--- src/rtl/L1_cache_pkg.sv ---
// L1 icache shared definitions: line geometry, NOP filler, fill FSM states
// and the icache <-> memory request/response payloads.
package L1_cache_pkg;

   localparam int unsigned LINE_WORDS = 8;
   localparam int unsigned WORD_W     = 32;
   localparam int unsigned LINE_W     = LINE_WORDS * WORD_W;
   localparam int unsigned CNT_W      = $clog2(LINE_WORDS);
   localparam int unsigned OFFS_W     = $clog2(LINE_W / 8);
   localparam int unsigned TAG_W      = 32 - OFFS_W;

   // RISC-V "addi x0,x0,0", used to fill words whose read timed out
   localparam logic [WORD_W-1:0] NOP_INSN = 32'h0000_0013;

   // Element LINE_WORDS-1 (MSBs) holds word 0 of the line
   typedef logic [LINE_WORDS-1:0][WORD_W-1:0] line_t;

   typedef enum logic [2:0] {
      FILL_IDLE,
      FILL_REQ,
      FILL_WAIT,
      FILL_RESP,
      FILL_DRAIN
   } fill_state_e;

   typedef struct packed {
      logic        m_strobe;
      logic [31:0] m_addr;
   } icache_mem_req_t;

   typedef struct packed {
      logic              m_ready;
      logic [LINE_W-1:0] m_dout;
   } icache_mem_resp_t;

endpackage

--- src/rtl/icache_fill_linebuf.sv ---
// Single-entry line buffer holding the most recently filled line.
// Ports: flush_i clears valid (wins over a same-cycle fill); fill_i captures
// fill_tag_i/fill_line_i; hit_o_c is a combinational tag match against
// lookup_tag_i; line_o is the buffered line.
module icache_fill_linebuf
   import L1_cache_pkg::*;
(
   input  logic             clk,
   input  logic             rst,
   input  logic             flush_i,
   input  logic             fill_i,
   input  logic [TAG_W-1:0] fill_tag_i,
   input  line_t            fill_line_i,
   input  logic [TAG_W-1:0] lookup_tag_i,
   output logic             hit_o_c,
   output line_t            line_o
);

   logic             valid_q, valid_d;
   logic [TAG_W-1:0] tag_q, tag_d;
   line_t            line_q, line_d;

   // Capture on fill; flush has the last word on valid
   always_comb begin
      valid_d = valid_q;
      tag_d   = tag_q;
      line_d  = line_q;
      if (fill_i) begin
         valid_d = 1'b1;
         tag_d   = fill_tag_i;
         line_d  = fill_line_i;
      end
      if (flush_i) begin
         valid_d = 1'b0;
      end
   end

   always_ff @(posedge clk or posedge rst) begin
      if (rst) begin
         valid_q <= 1'b0;
         tag_q   <= '0;
         line_q  <= '0;
      end else begin
         valid_q <= valid_d;
         tag_q   <= tag_d;
         line_q  <= line_d;
      end
   end

   assign hit_o_c = valid_q && !flush_i && (tag_q == lookup_tag_i);
   assign line_o  = line_q;

endmodule

--- src/rtl/icache_fill_responder.sv ---
// Memory-side responder for L1 icache line fills: reads the 8 words of the
// requested line over a 32-bit word port, one outstanding read at a time,
// and returns the packed line with a one-cycle m_ready pulse.
// Ports: icache_req/mem_resp to the icache; rd_valid/rd_ready/rd_addr and
// rd_resp_valid/rd_resp_data to the backing port; flush for the line
// buffer; busy (not IDLE); timeout_err (sticky, cleared by rst).
// Optional line buffer: define ICACHE_FILL_LINEBUF_EN.
module icache_fill_responder
   import L1_cache_pkg::*;
#(
   parameter int unsigned MAX_WAIT = 255
) (
   input  logic             clk,
   input  logic             rst,
   input  icache_mem_req_t  icache_req,
   output icache_mem_resp_t mem_resp,
   output logic             rd_valid,
   input  logic             rd_ready,
   output logic [31:0]      rd_addr,
   input  logic             rd_resp_valid,
   input  logic [31:0]      rd_resp_data,
   input  logic             flush,
   output logic             busy,
   output logic             timeout_err
);

   localparam int unsigned WAIT_W = (MAX_WAIT < 2) ? 1 : $clog2(MAX_WAIT + 1);
   localparam logic [CNT_W-1:0] LAST_WORD = CNT_W'(LINE_WORDS - 1);

   fill_state_e       state_q, state_d;
   logic [CNT_W-1:0]  cnt_q, cnt_d;
   logic [TAG_W-1:0]  line_addr_q, line_addr_d;
   line_t             line_q, line_d;
   logic [WAIT_W-1:0] wait_q, wait_d;
   logic              rd_valid_q, rd_valid_d;
   logic [31:0]       rd_addr_q, rd_addr_d;
   logic              m_ready_q, m_ready_d;
   line_t             m_dout_q, m_dout_d;
   logic              busy_q, busy_d;
   logic              timeout_err_q, timeout_err_d;

   logic              expire_c, word_done_c, fill_done_c, hit_c;
   logic [TAG_W-1:0]  req_tag_c;
   line_t             buf_line;

   assign req_tag_c = icache_req.m_addr[31:OFFS_W];

   // Timeout fires on the MAX_WAIT-th silent WAIT cycle; a response that
   // same cycle takes priority
   assign expire_c    = (MAX_WAIT != 0) && (state_q == FILL_WAIT) && !rd_resp_valid
                        && (wait_q == WAIT_W'(MAX_WAIT - 1));
   assign word_done_c = (state_q == FILL_WAIT) && (rd_resp_valid || expire_c);
   assign fill_done_c = word_done_c && (cnt_q == LAST_WORD);

`ifdef ICACHE_FILL_LINEBUF_EN
   icache_fill_linebuf u_linebuf (
      .clk          (clk),
      .rst          (rst),
      .flush_i      (flush),
      .fill_i       (fill_done_c),
      .fill_tag_i   (line_addr_q),
      .fill_line_i  (line_d),
      .lookup_tag_i (req_tag_c),
      .hit_o_c      (hit_c),
      .line_o       (buf_line)
   );
   logic unused_offs;
   assign unused_offs = ^icache_req.m_addr[OFFS_W-1:0];
`else
   assign hit_c    = 1'b0;
   assign buf_line = '0;
   logic unused_inputs;
   assign unused_inputs = ^{flush, fill_done_c, icache_req.m_addr[OFFS_W-1:0]};
`endif

   // State register
   always_ff @(posedge clk or posedge rst) begin
      if (rst) begin
         state_q <= FILL_IDLE;
      end else begin
         state_q <= state_d;
      end
   end

   // Next-state logic
   always_comb begin
      state_d = state_q;
      case (state_q)
         FILL_IDLE:  if (icache_req.m_strobe) state_d = hit_c ? FILL_RESP : FILL_REQ;
         FILL_REQ:   if (rd_ready) state_d = FILL_WAIT;
         FILL_WAIT:  if (word_done_c) state_d = (cnt_q == LAST_WORD) ? FILL_RESP : FILL_REQ;
         FILL_RESP:  state_d = FILL_DRAIN;
         FILL_DRAIN: if (!icache_req.m_strobe) state_d = FILL_IDLE;
         default:    state_d = FILL_IDLE;
      endcase
   end

   // Datapath and registered-output next values
   always_comb begin
      cnt_d         = cnt_q;
      line_addr_d   = line_addr_q;
      line_d        = line_q;
      wait_d        = '0;
      timeout_err_d = timeout_err_q | expire_c;
      case (state_q)
         FILL_IDLE: begin
            if (icache_req.m_strobe) begin
               line_addr_d = req_tag_c;
               cnt_d       = '0;
               if (hit_c) line_d = buf_line;
            end
         end
         FILL_WAIT: begin
            if (word_done_c) begin
               line_d[LAST_WORD - cnt_q] = rd_resp_valid ? rd_resp_data : NOP_INSN;
               if (cnt_q != LAST_WORD) cnt_d = cnt_q + CNT_W'(1);
            end else begin
               wait_d = wait_q + WAIT_W'(1);
            end
         end
         default: ;
      endcase
      rd_valid_d = (state_d == FILL_REQ);
      rd_addr_d  = rd_valid_d ? {line_addr_d, cnt_d, 2'b00} : '0;
      m_ready_d  = (state_d == FILL_RESP);
      m_dout_d   = m_ready_d ? line_d : '0;
      busy_d     = (state_d != FILL_IDLE);
   end

   always_ff @(posedge clk or posedge rst) begin
      if (rst) begin
         cnt_q         <= '0;
         line_addr_q   <= '0;
         line_q        <= '0;
         wait_q        <= '0;
         rd_valid_q    <= 1'b0;
         rd_addr_q     <= '0;
         m_ready_q     <= 1'b0;
         m_dout_q      <= '0;
         busy_q        <= 1'b0;
         timeout_err_q <= 1'b0;
      end else begin
         cnt_q         <= cnt_d;
         line_addr_q   <= line_addr_d;
         line_q        <= line_d;
         wait_q        <= wait_d;
         rd_valid_q    <= rd_valid_d;
         rd_addr_q     <= rd_addr_d;
         m_ready_q     <= m_ready_d;
         m_dout_q      <= m_dout_d;
         busy_q        <= busy_d;
         timeout_err_q <= timeout_err_d;
      end
   end

   assign mem_resp.m_ready = m_ready_q;
   assign mem_resp.m_dout  = m_dout_q;
   assign rd_valid         = rd_valid_q;
   assign rd_addr          = rd_addr_q;
   assign busy             = busy_q;
   assign timeout_err      = timeout_err_q;

endmodule

--- config.mk ---
export PLATFORM = sky130hd
export DESIGN_NAME = icache_fill_responder
export DESIGN_NICKNAME = d
export VERILOG_FILES = /design/src/rtl/L1_cache_pkg.sv /design/src/rtl/icache_fill_linebuf.sv /design/src/rtl/icache_fill_responder.sv
export SDC_FILE = /design/constraint.sdc
export NUM_CORES = 1
export LEC_CHECK = 0
export ABC_AREA = 1
export BUFFER_PORTS_ARGS = -buffer_cell sky130_fd_sc_hd__buf_2
export CORE_MARGIN = 8
export CORE_UTILIZATION = 45
export CTS_CLUSTER_DIAMETER = 120
export DETAILED_ROUTE_END_ITERATION = 6
export GPL_TIMING_DRIVEN = 1
export PLACE_DENSITY_LB_ADDON = 0.1
export SLEW_MARGIN = 20
export SYNTH_ARGS = -nofsm -noshare
export SYNTH_HDL_FRONTEND = slang
export SYNTH_SLANG_ARGS = --single-unit
--- constraint.sdc ---
create_clock -name clk -period 50.9 [get_ports clk]
set_input_delay 2.545 -clock clk [delete_from_list [all_inputs] [get_ports clk]]
set_output_delay 2.545 -clock clk [all_outputs]
set_load 0.05 [all_outputs]
# Word level (Yosys, flattened, before mapping)
# Index checks and enable logic that the tools add are counted.
dict set report totals {
  regBits 589
}
dict set report classes {
  mux 22
  addsub 3
  n_eq_ne 9
  n_reduce_logical 8
  bitwise 1
  order_cmp 2
}
# cell n
set op_table {}
lappend op_table {{two-way mux 256 bit} 3}
lappend op_table {{bitwise mux 256 bit} 1}
lappend op_table {{demux 32 bit (select 3 bit)} 1}
lappend op_table {{two-way mux 32 bit} 3}
lappend op_table {{two-way mux 27 bit} 2}
lappend op_table {{two-way mux 3 bit} 7}
lappend op_table {{two-way mux 8 bit} 2}
lappend op_table {{one-hot mux 3 bit (5 select lines)} 1}
lappend op_table {{equality test 3 x 2 -> 1 bit, second input constant} 3}
lappend op_table {{adder 8 x 1 -> 8 bit, second input constant} 1}
lappend op_table {{equality test 8 bit, second input constant} 1}
lappend op_table {{equality test 3 x 1 -> 1 bit, second input constant} 2}
lappend op_table {{equality test 3 bit, second input constant} 2}
lappend op_table {{one-hot mux 3 bit (2 select lines)} 1}
lappend op_table {{logical AND 1 bit} 4}
lappend op_table {{< comparator 3 x 4 -> 1 bit, second input constant} 1}
lappend op_table {{adder 3 x 1 -> 3 bit, second input constant} 1}
lappend op_table {{greater-or-equal comparator 3 x 1 -> 1 bit, second input constant} 1}
lappend op_table {{zero test 3 bit} 1}
lappend op_table {{inequality test 3 bit, second input constant} 1}
lappend op_table {{nonzero test 3 bit} 1}
lappend op_table {{subtractor 3 bit, first input constant} 1}
lappend op_table {{two-way mux 2 bit} 1}
lappend op_table {{zero test 1 bit} 1}
lappend op_table {{2 further kinds} 2}

# Longest topological paths before layout
dict set report logic_depth {
  ltp_word 9
  mapped_depth 12
  ltp_nobuf 11
}

# Worst setup path after synthesis
# OpenSTA, ideal clock, no wires.
dict set report synth_path {
  path_type {input port to flip-flop}
  from {input port rd_resp_valid}
  to {register line_q[193] (netlist bit)}
  path_buffers 2
  stages 11
  setup_slack_ps 47220
  t_arrival_ps 3567
  setup_ps 113
  cell_sequence {inv_2 > nand2_1 > nor2_1 > nand3_2 > nand2_4 > buf_6 > nand2_1 > buf_2 > nand2_1 > and2_1 > inv_1}
}
# item line
set synth_lines {}
lappend synth_lines {{start, declared} icache_fill_responder.sv:20} ;# input logic rd_resp_valid,
lappend synth_lines {{end signal, assigned} icache_fill_responder.sv:145} ;# line_q <= line_d;
lappend synth_lines {{end, declared} icache_fill_responder.sv:33} ;# line_t line_q, line_d;

==> run_results.csv <==
group,metric,value,unit
pwr,peakVddDrop,0.03020,mV
floorplan,die_w,242.0,µm
finish,drive_gt1_frac,0.1838,
critical_path,crit_fanout,126,
critical_path,startpoint_type,"primary input",
floorplan,initial_utilization,0.4515,
sta,max_freq,175.6,MHz
sta,finalSetupTns,0,ns
floorplan,rows,83,
synth,synth_top_area_cell,"dfrtp_1",
sta,skew,0.009919,ns
critical_path,cp_slowest_cell,"buf_4",
critical_path,criticalPathCategory,"primary input to flip-flop",
synth,ys_seq_elements,587,
synth,synthTopCellsByArea,"dfrtp_1 64%, o21ai_0 9.5%, nand2_1 8.6%, inv_1 5.3%, nor2_1 4.3%",
global_route,first_global_vias,16820,
critical_path,cp-end-kind,"flip-flop",
finish,diodes,0,
critical_path,rr_startpoint,"state_q[0]$_DFF_PP0_",
synth,yosysTopAreaCellShare,0.6393,
pwr,power_density,52.00,mW/mm²
sta,worstMarginPinSlew,1.039,ns
sta,hold_viol,0,
global_route,grt_max_degree,173,
critical_path,worstPathRequired,51.41,ns
clock_tree,cts_resized,0,
place,io_buffers,353,
clock_tree,clock_sinks,587,
drt,via_per_inst,4.887,
sta,hold_ws,0.4756,ns
pwr,p_leak,13.94,nW
sta,fin_crit_sh,0.1119,
drt,drc_errors,0,
min_path,worstHoldStart,"line_q[246]$_DFF_PP0_",
sta,drv_slew,0,
drt,vias,17172,
drt,wire_per_inst,18.61,µm
global_route,grt_use_total,0.2203,
global_route,antenna_found_initial,2,
drt,wl,65.38,mm
run,maxCapViolations,0,
sta,relSlewSlack,0.3075,
clock_tree,max-clock-path-buffers,3,
synth,yosys_warnings,0,
drt,initialDrtViolationCount,1297,
place,place.gp.congestion,0.7870,
clock_tree,cts_tree,"built",
floorplan,io_pins,362,
place,place.detailed.hpwl,40.68,mm
clock_tree,clkTransAtPathRegs,0.06,ns
min_path,hold_class,"flip-flop to flip-flop",
finish,nNetsFinal,2862,
clock_tree,post_cts_buffers,0,
critical_path,worstPathArrival,6.20,ns
clock_tree,clock_latency,0.60,ns
drt,drt_pass1_iterations,5,
synth,synth_area,0.02298,mm²
critical_path,startpoint,"rd_resp_valid",
drt,postRouteAntennaNets,0,
synth,ys_seq_area_frac,0.6393,
synth,synthCells,2495,
floorplan,die_y,242.0,µm
floorplan,dieArea,0.05854,mm²
clock_tree,cts_buffers,60,
clock_tree,cts-root-buf,"clkbuf_16",
status,run_status,"finished, final reports clean",
global_route,grt_overflow,0,
clock_tree,htreeDepth,2,
finish,synthToLayoutAreaGrowth,18.89,%
clock_tree,postCtsHoldBufs,0,
sta,period_minus_slack,5.695,ns
critical_path,crit_chain,"buf_2, inv_2, nand2_1, nor2_1, nand3_2, nand2_8, buf_4, buf_4, o21ai_0, nor2_1",
synth,synth_area_per_cell,9.209,µm²
critical_path,slowest_delay,0.91,ns
floorplan,core,0.05089,mm²
sta,setup_viol,0,
sta,rsz0062_at_grt,"no",
synth,synth_cell_types,28,
global_route,grt_pass1_wl,100.7,mm
## state kept, by name, summed over array words and instances, names as in the netlist
signal       cells
line_q         256
line_addr_q     27
mem_resp       256
timeout_err      1
m_ready_q        1
rd_addr         30
rd_valid         1
state_q          3
wait_q           8
busy             1
cnt_q            3
## layout by cell type, fill, tap and decap left out, types with 3 or more instances in the layout
cell type,n
a21boi_0,4
a21oi_1,47
and2_1,40
buf_16,3
buf_2,353
buf_4,12
bufinv_16,6
clkbuf_1,8
clkbuf_16,61
clkbuf_8,20
clkinv_2,10
dfrtp_1,587
ha_1,3
inv_1,326
inv_2,4
nand2_1,528
nand3_1,49
nor2_1,261
nor2_2,3
nor2_4,10
o21ai_0,436
o21ai_1,13
or2_2,27
xor2_1,4
## Yosys cell counts
| library cell | instances |
|---|---|
| inv_1 | 327 |
| dfrtp_1 | 587 |
| o21ai_0 | 436 |
| ha_1 | 3 |
| nand3_1 | 49 |
| nor2_4 | 2 |
| nand2_4 | 2 |
| o21ai_1 | 13 |
| nand3_2 | 2 |
| a21oi_1 | 47 |
| nor3_1 | 2 |
| clkbuf_1 | 59 |
| nand2_2 | 2 |
| or2_2 | 27 |
| and2_1 | 40 |
| xor2_1 | 4 |
| clkbuf_2 | 1 |
| buf_2 | 71 |
| buf_4 | 7 |
| a21boi_0 | 4 |
| a31oi_1 | 1 |
| conb_1 | 1 |
| buf_6 | 2 |
| nor2_2 | 8 |
| xnor2_1 | 2 |
| inv_2 | 4 |
| nor2_1 | 264 |
| nand2_1 | 528 |
## cell type report
cell class                      count  area [µm²]
Fill cell                        4756       23570
Sequential cell                   587       14690
Multi-Input combinational cell   1438        6456
Timing Repair Buffer              371        1991
Clock buffer                       89        1832
Inverter                          331        1250
Tap cell                          680       850.8
Clock inverter                     18       246.5
## worst max-delay path: cells and delay by family
kind	cells	cell delay, ns
AND/OR/NAND/NOR	5	1.07
buffers and inverters	4	2.19
AO/OA/AOI/OAI	1	0.24
## metal layers
layer  global-route usage  wire length [µm]
met5                    0                 0
met4              0.07077              2116
met1               0.2963             28730
met3              0.04123              3245
met2               0.3596             31290
## report_power, final
part	internal (W)	switching, W
registers	0.000583	0.0000437
clock network	0.000277	0.000182
logic	0.000104	0.000231
## logic make-up (layout without fill, tap and decap cells)
group,count (synthesis),in the layout,synth area share
AND/OR/NAND/NOR,926,926,0.1643
flip-flops,587,587,0.6393
AO/OA/AOI/OAI,501,501,0.1096
buffers and inverters,471,809,0.08267
XOR/XNOR,6,6,0.002287
adder cells (fa/ha/maj),3,3,0.001634
other,1,2,0.0001632
## metrics by stage
stage | power (W) | instance area [µm²] | std cells | setup WS [ns] | utilization
finish | 0.001420 | 27310 | 3514 | 45.20 | 0.5368
global route | 0.001515 | 27310 | 3514 | 44.80 | 0.5368
CTS | 0.001431 | 27260 | 3512 | 45.24 | 0.5356
detailed placement | 0.0009670 | 25180 | 3405 | 44.60 | 0.4948
global placement | 0.0009513 | 25150 | 3404 | 44.63 | 0.4942
floorplan | 0.0008919 | 22980 | 2496 | 31.93 | -
## final timing paths
path / slack (ns) / to / cells after the start
min: 0.48 / line_q[246]$_DFF_PP0_ / 2
max in group asynchronous: 46.75 / timeout_err$_DFF_PP0_ / 5
max reg2reg: 47.00 / mem_resp[114]$_DFF_PP0_ / 9
min in group asynchronous: 2.12 / mem_resp[38]$_DFF_PP0_ / 2
max: 45.20 / mem_resp[114]$_DFF_PP0_ / 10
min reg2reg: 0.48 / line_q[246]$_DFF_PP0_ / 2
No activity file was read; power rests on OpenSTA's default activity.
